===== src/rtl/player_motion_ctrl.sv =====
// Player token motion controller: walks the sprite along a serpentine board path,
// stepping pixels once per frame_tick. Optional hop lift is enabled by PLAYER_MOTION_HOP_EN.
module player_motion_ctrl #(
  parameter int unsigned COLS         = 8,
  parameter int unsigned ROWS         = 4,
  parameter int unsigned CELL         = 32,
  parameter int unsigned ORIGIN_X     = 64,
  parameter int unsigned ORIGIN_Y     = 96,
  parameter int unsigned STEP_PX      = 2,
  parameter int unsigned PAUSE_FRAMES = 8,
  parameter int unsigned HOP_PX       = 4
) (
  input  logic       clk,
  input  logic       rst_n,
  input  logic       frame_tick,
  input  logic       move_start,
  input  logic [2:0] steps,
  input  logic       home,
  output logic [9:0] player_x,
  output logic [9:0] player_y,
  output logic [4:0] square_idx,
  output logic       busy,
  output logic       move_done,
  output logic       finished
);

  localparam int unsigned NUM_SQ = COLS * ROWS;
  localparam int unsigned PW     = $clog2(PAUSE_FRAMES + 1);

  localparam logic [1:0] IDLE  = 2'd0;
  localparam logic [1:0] MOVE  = 2'd1;
  localparam logic [1:0] PAUSE = 2'd2;
  localparam logic [1:0] DONE  = 2'd3;

  localparam logic [9:0] SQ0_X  = 10'(ORIGIN_X + (CELL - 16) / 2);
  localparam logic [9:0] SQ0_Y  = 10'(ORIGIN_Y + (CELL - 16) / 2);
  localparam logic [9:0] STEP   = 10'(STEP_PX);
  localparam logic [9:0] HOP    = 10'(HOP_PX);
  localparam logic [9:0] HOP_LO = 10'(CELL / 4);
  localparam logic [9:0] HOP_HI = 10'(3 * CELL / 4);
  localparam logic [4:0] LAST   = 5'(NUM_SQ - 1);

`ifdef PLAYER_MOTION_HOP_EN
  localparam bit HOP_EN = 1'b1;
`else
  localparam bit HOP_EN = 1'b0;
`endif

  function automatic logic [9:0] sq_x(input logic [4:0] i);
    int unsigned iv, r, c;
    iv = 32'(i);
    r  = iv / COLS;
    c  = iv % COLS;
    if (r % 2 == 1) c = COLS - 1 - c;
    return 10'(ORIGIN_X + c * CELL + (CELL - 16) / 2);
  endfunction

  function automatic logic [9:0] sq_y(input logic [4:0] i);
    int unsigned iv, r;
    iv = 32'(i);
    r  = iv / COLS;
    return 10'(ORIGIN_Y + r * CELL + (CELL - 16) / 2);
  endfunction

  // Move one STEP toward tgt without overshooting it.
  function automatic logic [9:0] step_to(input logic [9:0] cur, input logic [9:0] tgt);
    logic [9:0] res;
    res = cur;
    if (cur < tgt) res = (tgt - cur > STEP) ? cur + STEP : tgt;
    else if (cur > tgt) res = (cur - tgt > STEP) ? cur - STEP : tgt;
    return res;
  endfunction

  logic [1:0]    state_q, state_d;
  logic [4:0]    idx_q, idx_d;
  logic [4:0]    rem_q, rem_d;
  logic [9:0]    x_q, x_d, y_q, y_d;
  logic [9:0]    tx_q, tx_d, ty_q, ty_d;
  logic [PW-1:0] pcnt_q, pcnt_d;

  logic [4:0] nxt, space, start_rem;
  logic [9:0] nxt_x, nxt_y;
  logic [9:0] dx, dy, dmov;
  logic       hop;

  always_comb begin
    nxt       = idx_q + 5'd1;
    nxt_x     = sq_x(nxt);
    nxt_y     = sq_y(nxt);
    space     = LAST - idx_q;
    start_rem = ({2'b00, steps} < space) ? {2'b00, steps} : space;
  end

  always_comb begin
    state_d = state_q;
    idx_d   = idx_q;
    rem_d   = rem_q;
    x_d     = x_q;
    y_d     = y_q;
    tx_d    = tx_q;
    ty_d    = ty_q;
    pcnt_d  = pcnt_q;
    if (home) begin
      state_d = IDLE;
      idx_d   = 5'd0;
      rem_d   = 5'd0;
      x_d     = SQ0_X;
      y_d     = SQ0_Y;
      tx_d    = SQ0_X;
      ty_d    = SQ0_Y;
      pcnt_d  = '0;
    end else begin
      case (state_q)
        IDLE: begin
          if (move_start) begin
            rem_d = start_rem;
            if (start_rem == 5'd0) begin
              state_d = DONE;
            end else begin
              state_d = MOVE;
              tx_d    = nxt_x;
              ty_d    = nxt_y;
            end
          end
        end
        MOVE: begin
          // Arrival is registered one clk after the last pixel step.
          if (x_q == tx_q && y_q == ty_q) begin
            idx_d   = nxt;
            rem_d   = rem_q - 5'd1;
            pcnt_d  = '0;
            state_d = (rem_q == 5'd1) ? DONE : PAUSE;
          end else if (frame_tick) begin
            x_d = step_to(x_q, tx_q);
            y_d = step_to(y_q, ty_q);
          end
        end
        PAUSE: begin
          if (frame_tick) begin
            if (pcnt_q == PW'(PAUSE_FRAMES - 1)) begin
              pcnt_d  = '0;
              state_d = MOVE;
              tx_d    = nxt_x;
              ty_d    = nxt_y;
            end else begin
              pcnt_d = pcnt_q + 1'b1;
            end
          end
        end
        default: state_d = IDLE;
      endcase
    end
  end

  always_ff @(posedge clk or negedge rst_n) begin
    if (!rst_n) begin
      state_q <= IDLE;
      idx_q   <= 5'd0;
      rem_q   <= 5'd0;
      x_q     <= SQ0_X;
      y_q     <= SQ0_Y;
      tx_q    <= SQ0_X;
      ty_q    <= SQ0_Y;
      pcnt_q  <= '0;
    end else begin
      state_q <= state_d;
      idx_q   <= idx_d;
      rem_q   <= rem_d;
      x_q     <= x_d;
      y_q     <= y_d;
      tx_q    <= tx_d;
      ty_q    <= ty_d;
      pcnt_q  <= pcnt_d;
    end
  end

  // Hop band is judged on the remaining distance along the axis still moving.
  always_comb begin
    dx   = (tx_q > x_q) ? tx_q - x_q : x_q - tx_q;
    dy   = (ty_q > y_q) ? ty_q - y_q : y_q - ty_q;
    dmov = (x_q != tx_q) ? dx : dy;
    hop  = HOP_EN && (state_q == MOVE) && (dmov > HOP_LO) && (dmov <= HOP_HI);
  end

  assign player_x   = x_q;
  assign player_y   = hop ? y_q - HOP : y_q;
  assign square_idx = idx_q;
  assign busy       = (state_q == MOVE) || (state_q == PAUSE);
  assign move_done  = (state_q == DONE);
  assign finished   = (idx_q == LAST);

endmodule


===== config.mk =====
export PLATFORM = sky130hd
export DESIGN_NAME = player_motion_ctrl
export DESIGN_NICKNAME = d
export VERILOG_FILES = /design/src/rtl/player_motion_ctrl.sv
export SDC_FILE = /design/constraint.sdc
export NUM_CORES = 1
export LEC_CHECK = 0
export ABC_AREA = 1
export CAP_MARGIN = 20
export CORE_MARGIN = 5
export CORE_UTILIZATION = 61
export CTS_BUF_LIST = sky130_fd_sc_hd__clkbuf_8
export CTS_CLUSTER_SIZE = 20
export DETAILED_ROUTE_END_ITERATION = 16
export PLACE_DENSITY = 0.83
export SYNTH_ARGS = -nofsm -noshare
export SYNTH_HDL_FRONTEND = slang
export SYNTH_SLANG_ARGS = --single-unit

===== constraint.sdc =====
create_clock -name clk -period 3 [get_ports clk]
set_input_delay 0.3 -clock clk [delete_from_list [all_inputs] [get_ports clk]]
set_output_delay 0.3 -clock clk [all_outputs]
set_load 0.1 [all_outputs]

==> results.json, run 1 <==
{
  "die_h_um": 95.3,
  "dieArea_sq_um": 9070,
  "postCtsSetupRepairBufs": 0,
  "rows": 31,
  "synth_seq_cells": 41,
  "crit_arrival_ns": 2.67,
  "core_area_sq_um": 7180,
  "antenna_found_initial": 0,
  "total_power_mw": 5.62,
  "clock-sinks": 41,
  "grt.overflow.total": 0,
  "fp.dieW_um": 95.3,
  "slowest_delay_ns": 0.58,
  "synthCells": 693,
  "cts_resized": 0,
  "rsz0062_at_grt": "no",
  "fin_ws_ns": 0.492,
  "crit_cells": 13,
  "firstDrtPassIters": 6,
  "dp_cells": 820,
  "path_cells": "inv_1, ha_1, nand2_1, inv_1, nand3_1, nand3_1, nand2_1, nand2_2, inv_1, nand2_1, nand2_1, nand3_1, o21ai_0",
  "endpoint_kind": "register",
  "wl_um": 11200,
  "holdCritPathClass": "primary input to asynchronous set/reset pin",
  "setup_viol": 0,
  "crit_slowest_cell": "dfstp_2",
  "drt.antenna.violating_nets": 0,
  "switching_power_mw": 3.37,
  "start_util": 0.618,
  "vias": 4505,
  "place_ws_ns": 0.553,
  "synth_fa_ha_area_frac": 0.116,
  "holdWs_ns": 0.149,
  "syn2layout_area_growth_pct": 10.7,
  "drt-vias-per-instance": 5.44,
  "htreeDepth": 2,
  "seqPwrFrac": 0.169,
  "relSlewSlack": 0.370,
  "n_antenna_cell": 0,
  "r2r-end": "player_x[1]$_DFFE_PN0P_",
  "grt.total_usage": 0.261,
  "dpl_cell_area_sq_um": 4800,
  "cp_max_fo": 10,
  "drive_gt1_frac": 0.119,
  "combPwrFrac": 0.750,
  "synth_top_family_by_area": "simple AND/OR/NAND/NOR gates",
  "crit_buf_inv": 3,
  "synth_compound_area_frac": 0.0700,
  "io_pins": 36,
  "synthSimpleGateAreaFrac": 0.417,
  "final_area_sq_um": 4910,
  "synth_area_sq_um": 4430,
  "numCtsBuffers": 5,
  "layout.nets": 777,
  "leakagePower_nw": 2.65,
  "switching_share": 0.599,
  "hold_viol": 0,
  "status": "completed",
  "crit_end": "player_x[1]$_DFFE_PN0P_",
  "drc": 0,
  "fmax_mhz": 399,
  "clockRootBuffer": "clkbuf_8",
  "dr.first_iter.drc_count": 287,
  "peakVddDrop_mv": 0.968,
  "place.gp.congestion": 0.982,
  "clk_pin_slew_worst_paths_ns": 0.08,
  "slew_violations": 0,
  "wl_per_cell_um": 13.6,
  "layout_common_cells": "nand2_1 (211), inv_1 (97), nand3_1 (72), nor2_1 (60), ha_1 (41)",
  "path_class": "register to register",
  "fin_crit_sh": 0.836,
  "mostFrequentLayoutCell": "nand2_1",
  "io_buffers": 33,
  "synth.yosys.seq_area_share": 0.234,
  "reg2reg_slack_ns": 0.49,
  "reg2regPathDepth": 13,
  "period_needed_ns": 2.51,
  "r2r_start": "player_x[6]$_DFFE_PN1P_",
  "synthMuxAreaShare": 0.00226,
  "synth-xor-area-share": 0.0593,
  "grt_pass1_vias": 4188,
  "synth-edff-count": 0,
  "postSynth.asyncResetShare": 1.00,
  "clockBufferDepth": 2,
  "powerDensity_nw_per_um2": 1140,
  "clockPowerShare": 0.080,
  "cpMostUsedCell": "nand2_1",
  "worst_slew_pin_slew_ns": 0.945,
  "ctsHoldBuffers": 0,
  "required_ns": 3.16,
  "finalSetupTns_ns": 0,
  "grt_pass1_wl_um": 19100,
  "synth_flop_cell": "dfrtp_1",
  "grt_max_degree": 42,
  "synth_cell_types": 37,
  "avgSynthCellArea_sq_um": 6.40,
  "drv_cap": 0,
  "start_kind": "register",
  "yosys_warnings": 0,
  "critPathTopFamily": "simple AND/OR/NAND/NOR gates",
  "fin_util": 0.684,
  "fin_skew_ns": 0.00904,
  "hpwl_um": 8940,
  "clk_latency_ns": 0.30,
  "cts_tree": "built",
  "internal_power_mw": 2.25,
  "startpoint": "player_x[6]$_DFFE_PN1P_",
  "fin_cells": 828
}
layout make-up:
type,count,area (sq um)
repair buffers,38,298
inverters,103,387
flip-flops and latches,41,1040
multi-input cells,539,2950
well taps,99,124
clock inverters,3,42.5
fillers,667,2270
clock buffers,5,68.8
state kept, by name (all words and copies together) (netlist names):
| register | cells |
|---|---|
| player_x | 9 |
| player_y | 9 |
| rem_q | 5 |
| square_idx | 5 |
| pcnt_q | 4 |
| tx_q | 4 |
| ty_q | 3 |
| state_q | 2 |
cell families (layout without fill, tap and decap cells):
family	count (synthesis)	count (layout)
simple gates	407	407
flops	41	41
fa+ha+maj	41	41
xor+xnor	30	30
mux	1	1
other cells	1	2
buf+inv	114	149
compound gates	58	58
worst reg2reg max path: stages, from the launching register on:
cell and delay, ns:
dfstp_2 0.58, inv_1 0.13, ha_1 0.45, nand2_1 0.14, inv_1 0.09, nand3_1 0.10
nand3_1 0.12, nand2_1 0.07, nand2_2 0.18, inv_1 0.18, nand2_1 0.13, nand2_1 0.05
nand3_1 0.06, o21ai_0 0.11
power groups by stage:
stage / Sequential [mW] / Combinational, mW / Clock (mW)
2_1_floorplan: 1.41 / 2.89 / 0
3_3_place_gp: 0.948 / 4.08 / 0
3_5_place_dp: 0.956 / 4.16 / 0
4_1_cts: 0.945 / 4.18 / 0.471
5_1_grt: 0.980 / 4.67 / 0.492
6_report: 0.951 / 4.22 / 0.452
worst min-delay path by stage:
stage	start	end	depth (start not counted)
5_1_grt	rst_n	player_x[1]$_DFFE_PN0P_	1
3_5_place_dp	ty_q[6]$_DFFE_PN1P_	ty_q[6]$_DFFE_PN1P_	2
3_3_place_gp	ty_q[6]$_DFFE_PN1P_	ty_q[6]$_DFFE_PN1P_	2
4_1_cts	rst_n	ty_q[7]$_DFFE_PN0P_	1
6_report	rst_n	player_x[4]$_DFFE_PN0P_	1
2_1_floorplan	rst_n	pcnt_q[0]$_DFFE_PN0P_	0
metal layers:
layer | GRT usage | part of all wire | up-vias
met5 | 0 | 0 | -
met4 | 0.0661 | 0.011 | 0
met3 | 0.0253 | 0.054 | 13
met2 | 0.432 | 0.47 | 143
met1 | 0.367 | 0.47 | 2081
li1 | - | - | 2268
cells in the mapped netlist (2+ instances only):
master    instances  area, sq um
xor2_1           24          210
buf_4             4         30.0
nor2_2            8         50.1
o22ai_1           8         50.1
nor2_1           60          225
clkbuf_1          2         7.51
inv_2             7         26.3
nor2_4            6         67.6
dfstp_2           8          210
ha_1             41          513
a21oi_1          16         80.1
o21ai_0          22          110
nor3_1            8         40.0
buf_2             3         15.0
nand2_2          11         68.8
nand4_2           2         25.0
clkbuf_2          2         10.0
inv_1            96          360
dfrtp_1          33          826
nand3_2           2         20.0
nand3_1          72          360
o21ai_1           8         40.0
or2_1             2         12.5
nand3b_1          2         15.0
nand2_1         211          792
nand4_1          19          119
xnor2_1           6         52.6
Note: power is estimated with default switching activity, not from simulation.
==> run 2: changes to the inputs <==
- CORE_UTILIZATION: 61 -> 55
- PLACE_DENSITY: 0.83 -> 0.79
- clock period: 3 -> 2.2 ns (I/O delays scaled with it)
==> run 2 against run 1 <==
The flow now finishes with violations (setup timing). Worst hold slack gained 0.35 ns. Worst setup slack got worse by 0.57 ns. Via count increased by 12%. Sequential share of layout area fell by 3.0 points. Combinational power is 91% higher. Non-clock buffer count grew 60. Total power increased by 79%. Register-to-register slack worse by 0.57 ns. Global-route usage decreased by 0.45 points. Clock skew is 0.0070 ns higher. Sequential power increased by 29%. Highest routed layer unchanged.
==> results.json, run 2 (same netlist as run 1, synthesis figures left out) <==
{
  "status": "finished, violations left",
  "violations": "setup timing",
  "reg2regPathDepth": 14,
  "vias": 5054,
  "syn2layout_area_growth_pct": 35.4,
  "htreeDepth": 2,
  "hpwl_um": 9890,
  "rsz0062_at_grt": "yes",
  "holdWs_ns": 0.504,
  "drv_cap": 0,
  "core_area_sq_um": 7810,
  "drc": 0,
  "antenna_found_initial": 0,
  "fp.dieW_um": 99.8,
  "grt_max_degree": 30,
  "clock-sinks": 41,
  "drt-vias-per-instance": 5.67,
  "layout.nets": 838,
  "fin_cells": 892,
  "dp_cells": 873,
  "fmax_mhz": 439,
  "start_util": 0.568,
  "setup_viol": 7,
  "die_h_um": 99.8,
  "grt.overflow.total": 0,
  "fin_crit_sh": 1.04,
  "grt.total_usage": 0.257,
  "numCtsBuffers": 5,
  "slew_violations": 0,
  "leakagePower_nw": 3.01,
  "clockBufferDepth": 2,
  "io_buffers": 33,
  "clockRootBuffer": "clkbuf_8",
  "start_kind": "register",
  "wl_per_cell_um": 15.7,
  "drt.antenna.violating_nets": 0,
  "worst_slew_pin_slew_ns": 0.722,
  "reg2reg_slack_ns": -0.08,
  "grt_pass1_wl_um": 21000,
  "total_power_mw": 10.0,
  "mostFrequentLayoutCell": "nand2_1",
  "cp_max_fo": 8,
  "r2r_start": "player_y[5]$_DFFE_PN1P_",
  "drive_gt1_frac": 0.333,
  "powerDensity_nw_per_um2": 1670,
  "wl_um": 14000,
  "holdCritPathClass": "primary input to asynchronous set/reset pin",
  "rows": 32,
  "clk_pin_slew_worst_paths_ns": 0.09,
  "grt_pass1_vias": 4596,
  "relSlewSlack": 0.518,
  "period_needed_ns": 2.28,
  "r2r-end": "player_y[7]$_DFFE_PN0P_",
  "place.gp.congestion": 0.993,
  "cts_tree": "built",
  "clk_latency_ns": 0.30,
  "path_class": "register to register",
  "layout_common_cells": "nand2_1 (177), inv_1 (85), buf_4 (82), nand3_1 (55), nor2_1 (49)",
  "crit_arrival_ns": 2.47,
  "required_ns": 2.39,
  "fin_skew_ns": 0.0160,
  "dieArea_sq_um": 9960,
  "endpoint_kind": "register",
  "hold_viol": 0,
  "peakVddDrop_mv": 1.21,
  "fin_ws_ns": -0.0781,
  "io_pins": 36,
  "firstDrtPassIters": 6,
  "dr.first_iter.drc_count": 416,
  "n_antenna_cell": 0
}
run 2: changes by cell type in the layout (fill, tap and decap cells not counted), sizes merged:
cell         delta
buf            +59
inv             -2
bufinv          +1
clkinvlp        +1
dlygate4sd3     +1
nand4           +1
run 2: cell type report:
cell class	instances	area [sq um]
clock buffer	5	68.8
clock inverter	3	65.1
fill	554	1800
inverter	103	408
multi-input combinational	540	3460
sequential	41	1080
tap	102	128
timing repair buffer	98	790
run 2: timing repair:
| item | in CTS | in global routing |
|---|---|---|
| cloned | 0 | 1 |
| buffers inserted | 1 | 8 |
| hold buffers | 1 | 0 |
| endpoints found under the setup margin | 22 | 41 |
| resized for setup | 6 | 130 |
| pin swaps | 3 | 42 |
| endpoints found under the hold margin | 22 | 0 |
run 2: how the worst max path moves through the flow:
stage / from / endpoint / slack, ns
final: player_y[5]$_DFFE_PN1P_ / player_y[7]$_DFFE_PN0P_ / -0.08
after global routing: player_y[5]$_DFFE_PN1P_ / player_y[7]$_DFFE_PN0P_ / -0.19
after CTS: player_x[6]$_DFFE_PN1P_ / player_x[6]$_DFFE_PN1P_ / -0.0004
after detailed placement: player_y[5]$_DFFE_PN1P_ / player_y[7]$_DFFE_PN0P_ / -0.12
after global placement: player_y[5]$_DFFE_PN1P_ / player_y[7]$_DFFE_PN0P_ / -0.05
after floorplan: player_y[6]$_DFFE_PN1P_ / player_y[2]$_DFFE_PN0P_ / -0.18
run 2: power breakdown:
group | internal, mW | leakage, nW | switching, mW
clock network | 0.451 | 0.0681 | 0.290
registers | 1.03 | 0.507 | 0.192
logic | 2.83 | 2.43 | 5.24
run 2: worst max-delay path: stages (launching register included):
cell and delay (ns):
dfstp_4 0.64, inv_4 0.04, ha_4 0.27, nand2_1 0.12, nand2_1 0.10, nand2_2 0.11
nand4_1 0.25, nand2_1 0.16, nand2_1 0.07, nand2_1 0.07, nand2_1 0.07, inv_1 0.05
nand3_1 0.06, nand3_1 0.08, nand2_1 0.05
run 2: metrics by stage:
stage / TNS (ns) / cell area [sq um] / utilization / worst slack (ns)
final: -0.211 / 6000 / 0.769 / -0.0781
after global routing: -1.94 / 6000 / 0.769 / -0.188
after CTS: -0.000371 / 5510 / 0.705 / -0.000371
after detailed placement: -1.58 / 5320 / 0.681 / -0.118
after global placement: -0.404 / 5320 / 0.681 / -0.0456
after floorplan: -2.71 / 4570 / - / -0.181
run 2: per-layer routing:
metal / GRT usage / wire, um
met1: 0.354 / 5830
met2: 0.416 / 6570
met3: 0.0452 / 1190
met4: 0.0693 / 380
met5: 0 / 0
==> run 3: changes to the inputs <==
- SLEW_MARGIN: default -> 0
==> results of run 3 <==
Same layout as run 2: the final DEF is identical, and so are final timing and power.
